$ cat config.mk
export PLATFORM = sky130hd
export DESIGN_NAME = vga_pattern_gen
export DESIGN_NICKNAME = d
export VERILOG_FILES = /design/src/rtl/vga_pattern_pkg.sv /design/src/rtl/pixel_rate_meter.sv /design/src/rtl/vga_pattern_gen.sv
export SDC_FILE = /design/constraint.sdc
export NUM_CORES = 1
export LEC_CHECK = 0
export CAP_MARGIN = 20
export CORE_ASPECT_RATIO = 0.6
export CORE_MARGIN = 2
export CORE_UTILIZATION = 25
export DETAILED_ROUTE_END_ITERATION = 10
export GPL_TIMING_DRIVEN = 1
export PLACE_DENSITY = 0.45
export SYNTH_ARGS = -nofsm -noshare
export SYNTH_HDL_FRONTEND = slang
export SYNTH_HIERARCHICAL = 1
export SYNTH_SLANG_ARGS = --single-unit
$ cat constraint.sdc
create_clock -name clk_pixel -period 3.26 [get_ports clk_pixel]
set_input_delay 0.489 -clock clk_pixel [delete_from_list [all_inputs] [get_ports clk_pixel]]
set_output_delay 0.489 -clock clk_pixel [all_outputs]
set_load 0.005 [all_outputs]
$ cat src/rtl/vga_pattern_pkg.sv
// Shared definitions for the test-picture generator: pattern modes, colour-bar
// masks and the bar-index helper.
package vga_pattern_pkg;

  typedef enum logic [2:0] {
    MODE_SOLID    = 3'd0,
    MODE_BARS     = 3'd1,
    MODE_CHECKER  = 3'd2,
    MODE_GRADIENT = 3'd3,
    MODE_SCROLL   = 3'd4
  } mode_e;

  // {r,g,b} full-scale flags per bar, index 7 leftmost:
  // white, yellow, cyan, green, magenta, red, blue, black for indices 0..7.
  localparam logic [7:0][2:0] BAR_MASK = {
    3'b000, 3'b001, 3'b100, 3'b101, 3'b010, 3'b011, 3'b110, 3'b111
  };

  // floor(x*8/res_x) built from seven threshold compares; with res_x a
  // constant each compare folds to a comparison against a fixed value.
  function automatic logic [2:0] bar_index(input int unsigned x, input int unsigned res_x);
    logic [2:0] b;
    b = '0;
    for (int unsigned k = 1; k < 8; k++) begin
      if (x * 8 >= k * res_x) b = 3'(k);
    end
    return b;
  endfunction

endpackage

$ cat src/rtl/pixel_rate_meter.sv
// Counts fetch_next pulses in rate units over a fixed gate window and reports
// the saturated total once per window.
module pixel_rate_meter #(
  parameter int unsigned c_gate_cycles = 65000000,
  parameter int unsigned c_rate_div    = 1000000
) (
  input  logic       clk_pixel,
  input  logic       rst_n,
  input  logic       fetch_next,
  output logic [7:0] rate_count,
  output logic       rate_valid
);

  localparam int unsigned GW = $clog2(c_gate_cycles + 1);
  localparam int unsigned DW = $clog2(c_rate_div + 1);

  logic [GW-1:0] gate_q;
  logic [DW-1:0] div_q;
  logic [7:0]    acc_q, acc_d;
  logic [7:0]    rate_count_q;
  logic          rate_valid_q;
  logic          gate_last, div_wrap;

  always_comb begin
    gate_last = (gate_q == GW'(c_gate_cycles - 1));
    div_wrap  = fetch_next && (div_q == DW'(c_rate_div - 1));
    // The increment from the final gate cycle still lands in the report.
    acc_d     = (div_wrap && acc_q != 8'hFF) ? acc_q + 8'd1 : acc_q;
  end

  // NOTE: sequential state uses non-blocking assignments so every register
  // samples the pre-edge values, independent of statement order.
  always_ff @(posedge clk_pixel or negedge rst_n) begin
    if (!rst_n) begin
      gate_q       <= '0;
      div_q        <= '0;
      acc_q        <= '0;
      rate_count_q <= '0;
      rate_valid_q <= 1'b0;
    end else begin
      gate_q <= gate_last ? '0 : gate_q + 1'b1;
      if (gate_last) begin
        acc_q        <= '0;
        div_q        <= '0;
        rate_count_q <= acc_d;
        rate_valid_q <= 1'b1;
      end else begin
        acc_q        <= acc_d;
        rate_valid_q <= 1'b0;
        if (fetch_next) div_q <= div_wrap ? '0 : div_q + 1'b1;
      end
    end
  end

  assign rate_count = rate_count_q;
  assign rate_valid = rate_valid_q;

endmodule

$ cat src/rtl/vga_pattern_gen.sv
// Test-picture pixel source: one registered RGB pixel per fetch_next, with
// active-area position tracking, a frame counter and a pixel-rate meter.
module vga_pattern_gen
  import vga_pattern_pkg::*;
#(
  parameter int unsigned c_resolution_x = 1920,
  parameter int unsigned c_resolution_y = 1080,
  parameter int unsigned c_bits_x       = 11,
  parameter int unsigned c_bits_y       = 11,
  parameter int unsigned c_color_bits   = 8,
  parameter int unsigned c_checker_log2 = 5,
  parameter int unsigned c_gate_cycles  = 65000000,
  parameter int unsigned c_rate_div     = 1000000
) (
  input  logic                      clk_pixel,
  input  logic                      rst_n,
  input  logic                      fetch_next,
  input  logic [2:0]                mode_i,
  input  logic [3*c_color_bits-1:0] solid_rgb_i,
  output logic [c_color_bits-1:0]   out_red,
  output logic [c_color_bits-1:0]   out_green,
  output logic [c_color_bits-1:0]   out_blue,
  output logic [c_bits_x-1:0]       out_x,
  output logic [c_bits_y-1:0]       out_y,
  output logic                      frame_start,
  output logic [7:0]                rate_count,
  output logic                      rate_valid
);

  localparam int unsigned CB = c_color_bits;

  logic [c_bits_x-1:0] x_q, x_d;
  logic [c_bits_y-1:0] y_q, y_d;
  logic [7:0]          frame_q, frame_d;
  mode_e               mode_q, mode_d;
  logic                last_x, last_y;

  logic [2:0]          bar, scroll_idx;
  logic [3*CB-1:0]     rgb_d, rgb_q;
  logic [c_bits_x-1:0] out_x_q;
  logic [c_bits_y-1:0] out_y_q;
  logic                frame_start_q;

  assign last_x = (x_q == c_bits_x'(c_resolution_x - 1));
  assign last_y = (y_q == c_bits_y'(c_resolution_y - 1));

  // NOTE: every always_comb output gets a default first, so no path leaves
  // a signal unassigned and no latch is inferred.
  always_comb begin
    x_d     = x_q;
    y_d     = y_q;
    frame_d = frame_q;
    mode_d  = mode_q;
    if (fetch_next) begin
      if (last_x) begin
        x_d = '0;
        if (last_y) begin
          y_d     = '0;
          frame_d = frame_q + 8'd1;
          mode_d  = mode_e'(mode_i);
        end else begin
          y_d = y_q + 1'b1;
        end
      end else begin
        x_d = x_q + 1'b1;
      end
    end
  end

  always_comb begin
    bar        = bar_index(32'(x_q), c_resolution_x);
    scroll_idx = bar + frame_q[2:0];
    rgb_d      = '0;
    case (mode_q)
      MODE_SOLID:    rgb_d = solid_rgb_i;
      MODE_BARS:     rgb_d = {{CB{BAR_MASK[bar][2]}}, {CB{BAR_MASK[bar][1]}},
                              {CB{BAR_MASK[bar][0]}}};
      MODE_CHECKER:  rgb_d = {(3*CB){x_q[c_checker_log2] ^ y_q[c_checker_log2]}};
      MODE_GRADIENT: rgb_d = {CB'(x_q), CB'(y_q), CB'(frame_q)};
      MODE_SCROLL:   rgb_d = {{CB{BAR_MASK[scroll_idx][2]}}, {CB{BAR_MASK[scroll_idx][1]}},
                              {CB{BAR_MASK[scroll_idx][0]}}};
      default:       rgb_d = '0;
    endcase
  end

  always_ff @(posedge clk_pixel or negedge rst_n) begin
    if (!rst_n) begin
      x_q           <= '0;
      y_q           <= '0;
      frame_q       <= '0;
      mode_q        <= MODE_SOLID;
      rgb_q         <= '0;
      out_x_q       <= '0;
      out_y_q       <= '0;
      frame_start_q <= 1'b0;
    end else begin
      x_q     <= x_d;
      y_q     <= y_d;
      frame_q <= frame_d;
      mode_q  <= mode_d;
      frame_start_q <= fetch_next && (x_q == '0) && (y_q == '0);
      if (fetch_next) begin
        rgb_q   <= rgb_d;
        out_x_q <= x_q;
        out_y_q <= y_q;
      end
    end
  end

  assign out_red     = rgb_q[3*CB-1:2*CB];
  assign out_green   = rgb_q[2*CB-1:CB];
  assign out_blue    = rgb_q[CB-1:0];
  assign out_x       = out_x_q;
  assign out_y       = out_y_q;
  assign frame_start = frame_start_q;

  pixel_rate_meter #(
    .c_gate_cycles(c_gate_cycles),
    .c_rate_div   (c_rate_div)
  ) u_rate_meter (
    .clk_pixel (clk_pixel),
    .rst_n     (rst_n),
    .fetch_next(fetch_next),
    .rate_count(rate_count),
    .rate_valid(rate_valid)
  );

endmodule
After elaboration in Yosys (flattened, before gate mapping):

Memories as Yosys holds them, arrays and structs flattened.
Cells that the tools add are included.

* input port bits: 30
* ROM bits: 48
* register bits: 143
* word-level logic and storage cells: 70
* output and inout port bits: 56
* memories kept: 2

* $lt $le $gt $ge: 9
* equal/unequal tests: 9
* $add $sub $neg: 7
* reduce and logical (&&, ||, !) cells: 10
* muxes and demuxes: 19
* bitwise logic cells: 1

Memory list
* (name not given): depth 8, bits a word 3, read ports 1, clocked after memory_dff 0, write ports 0, line vga_pattern_gen.sv:81 `{CB{BAR_MASK[scroll_idx][0]}}};`
* (name not given): depth 8, bits a word 3, read ports 1, clocked after memory_dff 0, write ports 0, line vga_pattern_gen.sv:77 `{CB{BAR_MASK[bar][0]}}};`

Operators with widths (count)
* 24-bit case mux with 5 select lines: 1
* 20-bit two-way mux: 3
* 14-bit greater-or-equal comparator, second input constant: 3
* 14-bit by 13-bit greater-or-equal comparator with 1-bit output, second input constant: 2
* 26-bit by 1-bit adder with 26-bit output, second input constant: 1
* 26-bit == test, second input constant: 1
* 26-bit two-way mux: 1
* 3-bit two-way mux: 8
* 11-bit by 1-bit adder with 11-bit output, second input constant: 2
* 11-bit == test, second input constant: 2
* 11-bit zero test: 2
* 11-bit two-way mux: 2
* 20-bit by 1-bit adder with 20-bit output, second input constant: 1
* 20-bit == test, second input constant: 1
* 8-bit by 1-bit adder with 8-bit output, second input constant: 2
* 8-bit two-way mux: 2
* 14-bit by 11-bit greater-or-equal comparator with 1-bit output, second input constant: 1
* 14-bit by 12-bit greater-or-equal comparator with 1-bit output, second input constant: 1
* 3-bit by 4-bit < comparator with 1-bit output, second input constant: 2
* 8-bit != test, second input constant: 1
* 3-bit by 2-bit == test with 1-bit output, second input constant: 2
* 1-bit logical AND: 4
* 3-bit adder: 1
* 3-bit by 1-bit == test with 1-bit output, second input constant: 1
* 7 further kinds: 8

Depth between registers and ports, before layout:

* word-level depth: 12
* gate-level depth with buffers: 12
* mapped depth without buffers: 11

Hierarchy:

Netlist, hierarchy kept.

By module, submodules not included
* vga_pattern_gen: area each 4115.2 um2, cells an instance 404, times used 1, sequential area each 2001.9 um2
* pixel_rate_meter: area each 3093.0 um2, cells an instance 303, times used 1, sequential area each 1576.5 um2

Least setup slack after synthesis:

OpenSTA, ideal clock, no wires.

* path kind: reg-to-reg
* start: register x_q[6]
* end: register rgb_q[10]
* clock period less this slack: 2663 ps
* stages on the path, launching flop included: 12
* arrival: 2508 ps
* setup time: 155 ps
* path slack: 597 ps
* cells stage by stage: dfrtp_1 > clkbuf_1 > o211ai_1 > a311oi_1 > nor2_1 > ha_1 > fa_1 > xnor2_1 > nand3b_1 > a21oi_1 > o21ai_1 > o221ai_1

* cells in the longest elaborated chain, start to end: 12
* elaborated cells between the ends (all ways): 20
* classes of those cells: 1 x add/sub; 7 x order compare; 10 x mux; 2 x memory

RTL lines
* start, declared: line vga_pattern_gen.sv:32 `logic [c_bits_x-1:0] x_q, x_d;`
* start signal, assigned: line vga_pattern_gen.sv:88 `x_q <= '0;`
* start signal, assigned: line vga_pattern_gen.sv:97 `x_q <= x_d;`
* 14-bit by 11-bit greater-or-equal comparator with 1-bit output: line vga_pattern_pkg.sv:25 `if (x * 8 >= k * res_x) b = 3'(k);`
* 1-bit two-way mux: line vga_pattern_pkg.sv:25
* 3-bit two-way mux (5 in a row): line vga_pattern_pkg.sv:25
* 3-bit two-way mux (*): line vga_pattern_pkg.sv:25
* 3-bit adder: line vga_pattern_gen.sv:72 `scroll_idx = bar + frame_q[2:0];`
* memory 8 x 3 bit
* 3-bit two-way mux
* 24-bit case mux with 5 select lines (*): line vga_pattern_gen.sv:74 `case (mode_q)`
* end signal, assigned: line vga_pattern_gen.sv:103 `rgb_q <= rgb_d;`
* end, declared: line vga_pattern_gen.sv:39 `logic [3*CB-1:0] rgb_d, rgb_q;`

Mark *: on every way between the ends. The rest lies on a longest branch, timed or not. The select of a mux whose other input is x is not followed.
A chain may end at the register's enable or synchronous reset.

Worst setup path after layout:

* start: register x_q[5]
* end: register rgb_q[11]

* cells in the longest elaborated chain, start to end: 12
* elaborated cells between the ends (all ways): 21
* classes of those cells: 1 x add/sub; 7 x order compare; 10 x mux; 1 x bitwise; 2 x memory

RTL lines (line)
* 14-bit by 11-bit greater-or-equal comparator with 1-bit output: vga_pattern_pkg.sv:25
* 1-bit two-way mux: vga_pattern_pkg.sv:25
* 3-bit two-way mux (6 in a row): vga_pattern_pkg.sv:25
* 3-bit adder: vga_pattern_gen.sv:72
* memory 8 x 3 bit
* 3-bit two-way mux
* 24-bit case mux with 5 select lines (*): vga_pattern_gen.sv:74

Marked as above.

==> results.md <==
* Maxcap violations at 0
* Chip width at 223 um
* Ys flop type: dfrtp_1
* GPL Wtd Cong at 0.767
* Critical Path Sink Type: register
* Synth Area in Compound Gates at 0.112
* Synth top area share at 0.496
* Final std cells w/o fill at 1176
* PortBufs at 85
* Post-synthesis mux area share at 0.0483
* Gr usage total at 0.145
* Critical path class: register to register
* Pin slew with the least headroom to its limit at 737 ps
* Top Ports at 86
* Largest cells by area after synthesis: dfrtp_1, xor2_1, nor2_1, xnor2_1, mux2_2
* Pwr dens at 514 nW/um^2
* VDD IR max at 0.000277 V
* Post-synthesis instance area at 7210 um^2
* Final Worst Setup Slack at 365 ps
* Vias in the first global route at 5363
* Critical Path, Cell by Cell: nor2_1, a211oi_1, a311oi_1, nor2_1, ha_1, fa_1, xnor2_1, nand3b_1, a21oi_1, o21ai_2, o221ai_1
* Share of cells above drive strength 1 at 0.116
* Min Tclk post-route at 2900 ps
* Largest family of logic cells by synthesized area: simple AND/OR/NAND/NOR gates
* Drt first pass iters at 4
* Max Clock Skew at 10.5 ps
* DRT Wirelength at 20900 um
* Fin. Hold Viols at 0
* P_leak at 3.83 nW
* CTS H-tree depth at 4
* Synth Warn # at 6
* Slew headroom at 0.509
* Routed len/inst at 17.7 um
* Simple-gate area share of the yosys netlist at 0.214
* TritonCTS Buffers at 17
* Reg2reg start: x_q[5]
* Clock slew at reported path FFs at 70 ps
* EDFF count, synth at 0
* Worst Path Required at 3560 ps
* Critical Path Slowest Stage Cell: dfrtp_1
* Area leader, netlist: dfrtp_1
* Post-Synth Adder-Cell Area at 0.0184
* Seq/Total Area, Yosys at 0.496
* Final setup fails at 0
* Outcome: completed
* Pre-CTS setup slack at 179 ps
* Nets at 827
* Worst-skew pair later-pin latency at 440 ps
* Clk buf depth at 2
* Met2 Use GR at 0.173
* Drt drc at 0
* Largest net degree at the start of global routing at 63
* Met1 Track Usage GR at 0.238
* Global-route wire length before repair at 33200 um
* Count leader, synth: dfrtp_1
* Cells after Synth at 707
* Top cells by count, synth: dfrtp_1, nor2_1, nand2_1, xor2_1, xnor2_1
* DP Cell Count at 1143
* Worst path max stage delay at 520 ps
* Worst Setup SP: x_q[5]
* Avg Cell Area, Syn at 10.2 um^2
* Core area at 28500 um^2
* Grt met3 use at 0.0425
* Hold WC Path Type: primary input to async pin
* Routed Antenna Nets at 0
* Global routing's busiest layer: met1
* Slew Limit Fails at 0
* Syn nets at 747
* Total global routing overflow at 0
* Initial antenna violation count at 1
* Distinct cells, synth at 59
* Synth async-reset ratio at 1.00
* Clock tree from TritonCTS: done
* Initial Util at 0.253
* # clock sinks at 143
* Setup TNS at 0 ps
* Area Growth Syn to Fin at 26.1%
* Root Driver: clkbuf_16
* Row Count at 48
* DP HPWL at 14600 um
* Fill cells at 2902
* RSZ-0062 raised after global routing: false
* Cell mode on critical path: nor2_1
* FF+latch count, synth at 143
* Vias/cell at 4.80
* Xor and xnor area share after synthesis at 0.0729
* Detailed Route Iter0 Violations at 447
* Die height at 136 um
* Critical Path AT at 3190 ps
* DIE AREA at 30300 um^2
* Max FO, Critical Path at 11
* CP Launch Type: register
* FMAX at 345 MHz
* Via count at 5644
* Final Cycle Share at 0.888
## cell type report
type,instances,area [um^2],share of cell area
Clock buffer,20,457,0.0502
Multi-Input combinational cell,499,3370,0.371
Tap cell,375,469,0.0516
Sequential cell,143,3580,0.394
Inverter,23,86.3,0.00949
Clock inverter,12,131,0.0144
Timing Repair Buffer,103,995,0.109
Antenna cell,1,2.50,0.000275
## power breakdown
part	internal (mW)	switching, mW	leakage, nW
clock	1.17	0.830	0.285
sequential	1.91	0.189	1.82
combinational	0.304	0.268	1.72
## cells by family after synthesis
group	Yosys count
muxes	32
DFF	143
adders and majority gates	10
and+or+nand+nor	282
AOI/OAI and AO/OA	115
buffers and inverters	65
xor gates and xnor gates	60
## placed cells by master (no fill, tap or decap), types with 4 or more instances in the layout
cell type / Yosys / routed
inv_1: 23 / 23
clkdlybuf4s50_1: 0 / 83
and4_1: 11 / 11
nand3_1: 25 / 25
nand4_1: 25 / 25
a21oi_1: 15 / 15
nor4b_1: 4 / 4
xnor2_1: 29 / 29
nand2_1: 58 / 58
o21ai_0: 15 / 15
and2_1: 5 / 5
ha_1: 9 / 9
o22ai_1: 10 / 10
mux2i_1: 10 / 10
clkbuf_16: 0 / 17
clkinv_2: 0 / 4
nor4_1: 6 / 5
nor3_1: 6 / 5
mux2_2: 22 / 22
buf_4: 2 / 17
dfrtp_1: 143 / 143
nor2b_1: 19 / 19
nor2_1: 71 / 71
o221ai_1: 8 / 8
a31oi_1: 18 / 18
a221oi_1: 16 / 16
and3_1: 14 / 14
a221o_1: 8 / 8
a22oi_1: 8 / 8
nand2b_1: 11 / 11
xor2_1: 31 / 31
nand3b_1: 4 / 4
## registers in the layout, summed over array words and instances (netlist names), 3 cells and up
| register | count |
|---|---|
| y_q | 11 |
| u_rate_meter/acc_q | 8 |
| rgb_q | 24 |
| u_rate_meter/rate_count | 8 |
| u_rate_meter/gate_q | 26 |
| out_x | 11 |
| mode_q | 3 |
| out_y | 11 |
| x_q | 11 |
| frame_q | 8 |
| u_rate_meter/div_q | 20 |
## metal layers
layer / part of all wire / vias up
met5: 0 / -
met4: 0.0097 / 0
met3: 0.062 / 19
met2: 0.37 / 157
met1: 0.56 / 2765
li1: - / 2703
## repair_timing
action | in CTS | in global routing
gates resized for setup | 0 | 1
setup buffers | 0 | 0
setup endpoints to repair | 0 | 8
hold buffers | 0 | 0
## per-stage QoR
| step | utilization | power (mW) | area [um^2] | hold WS [ps] |
|---|---|---|---|---|
| after floorplan | - | 2.36 | 7210 | 193 |
| after global placement | 0.298 | 2.71 | 8500 | 485 |
| after detailed placement | 0.298 | 2.70 | 8500 | 480 |
| after CTS | 0.319 | 4.73 | 9090 | 47.8 |
| after global routing | 0.319 | 4.89 | 9090 | 65.5 |
| final | 0.319 | 4.67 | 9090 | 36.7 |
## critical path, delay by kind of cell, from the launching register on
| family | cells | cell delay, ps |
|---|---|---|
| compound gates | 5 | 1030 |
| xor+xnor | 1 | 160 |
| fa+ha+maj | 2 | 570 |
| flops | 1 | 520 |
| simple gates | 3 | 450 |
## final timing paths
check | endpoint | slack [ps] | cells after the start
setup / recovery | rgb_q[11] | 360 | 11
hold / removal | out_y[7] | 40 | 1
setup reg to reg | rgb_q[11] | 360 | 11
hold reg to reg | u_rate_meter/gate_q[0] | 480 | 1
max in group asynchronous | u_rate_meter/gate_q[7] | 2510 | 2
min in group clk_pixel | u_rate_meter/div_q[1] | 420 | 3
No activity file was read; power rests on OpenSTA's default activity.
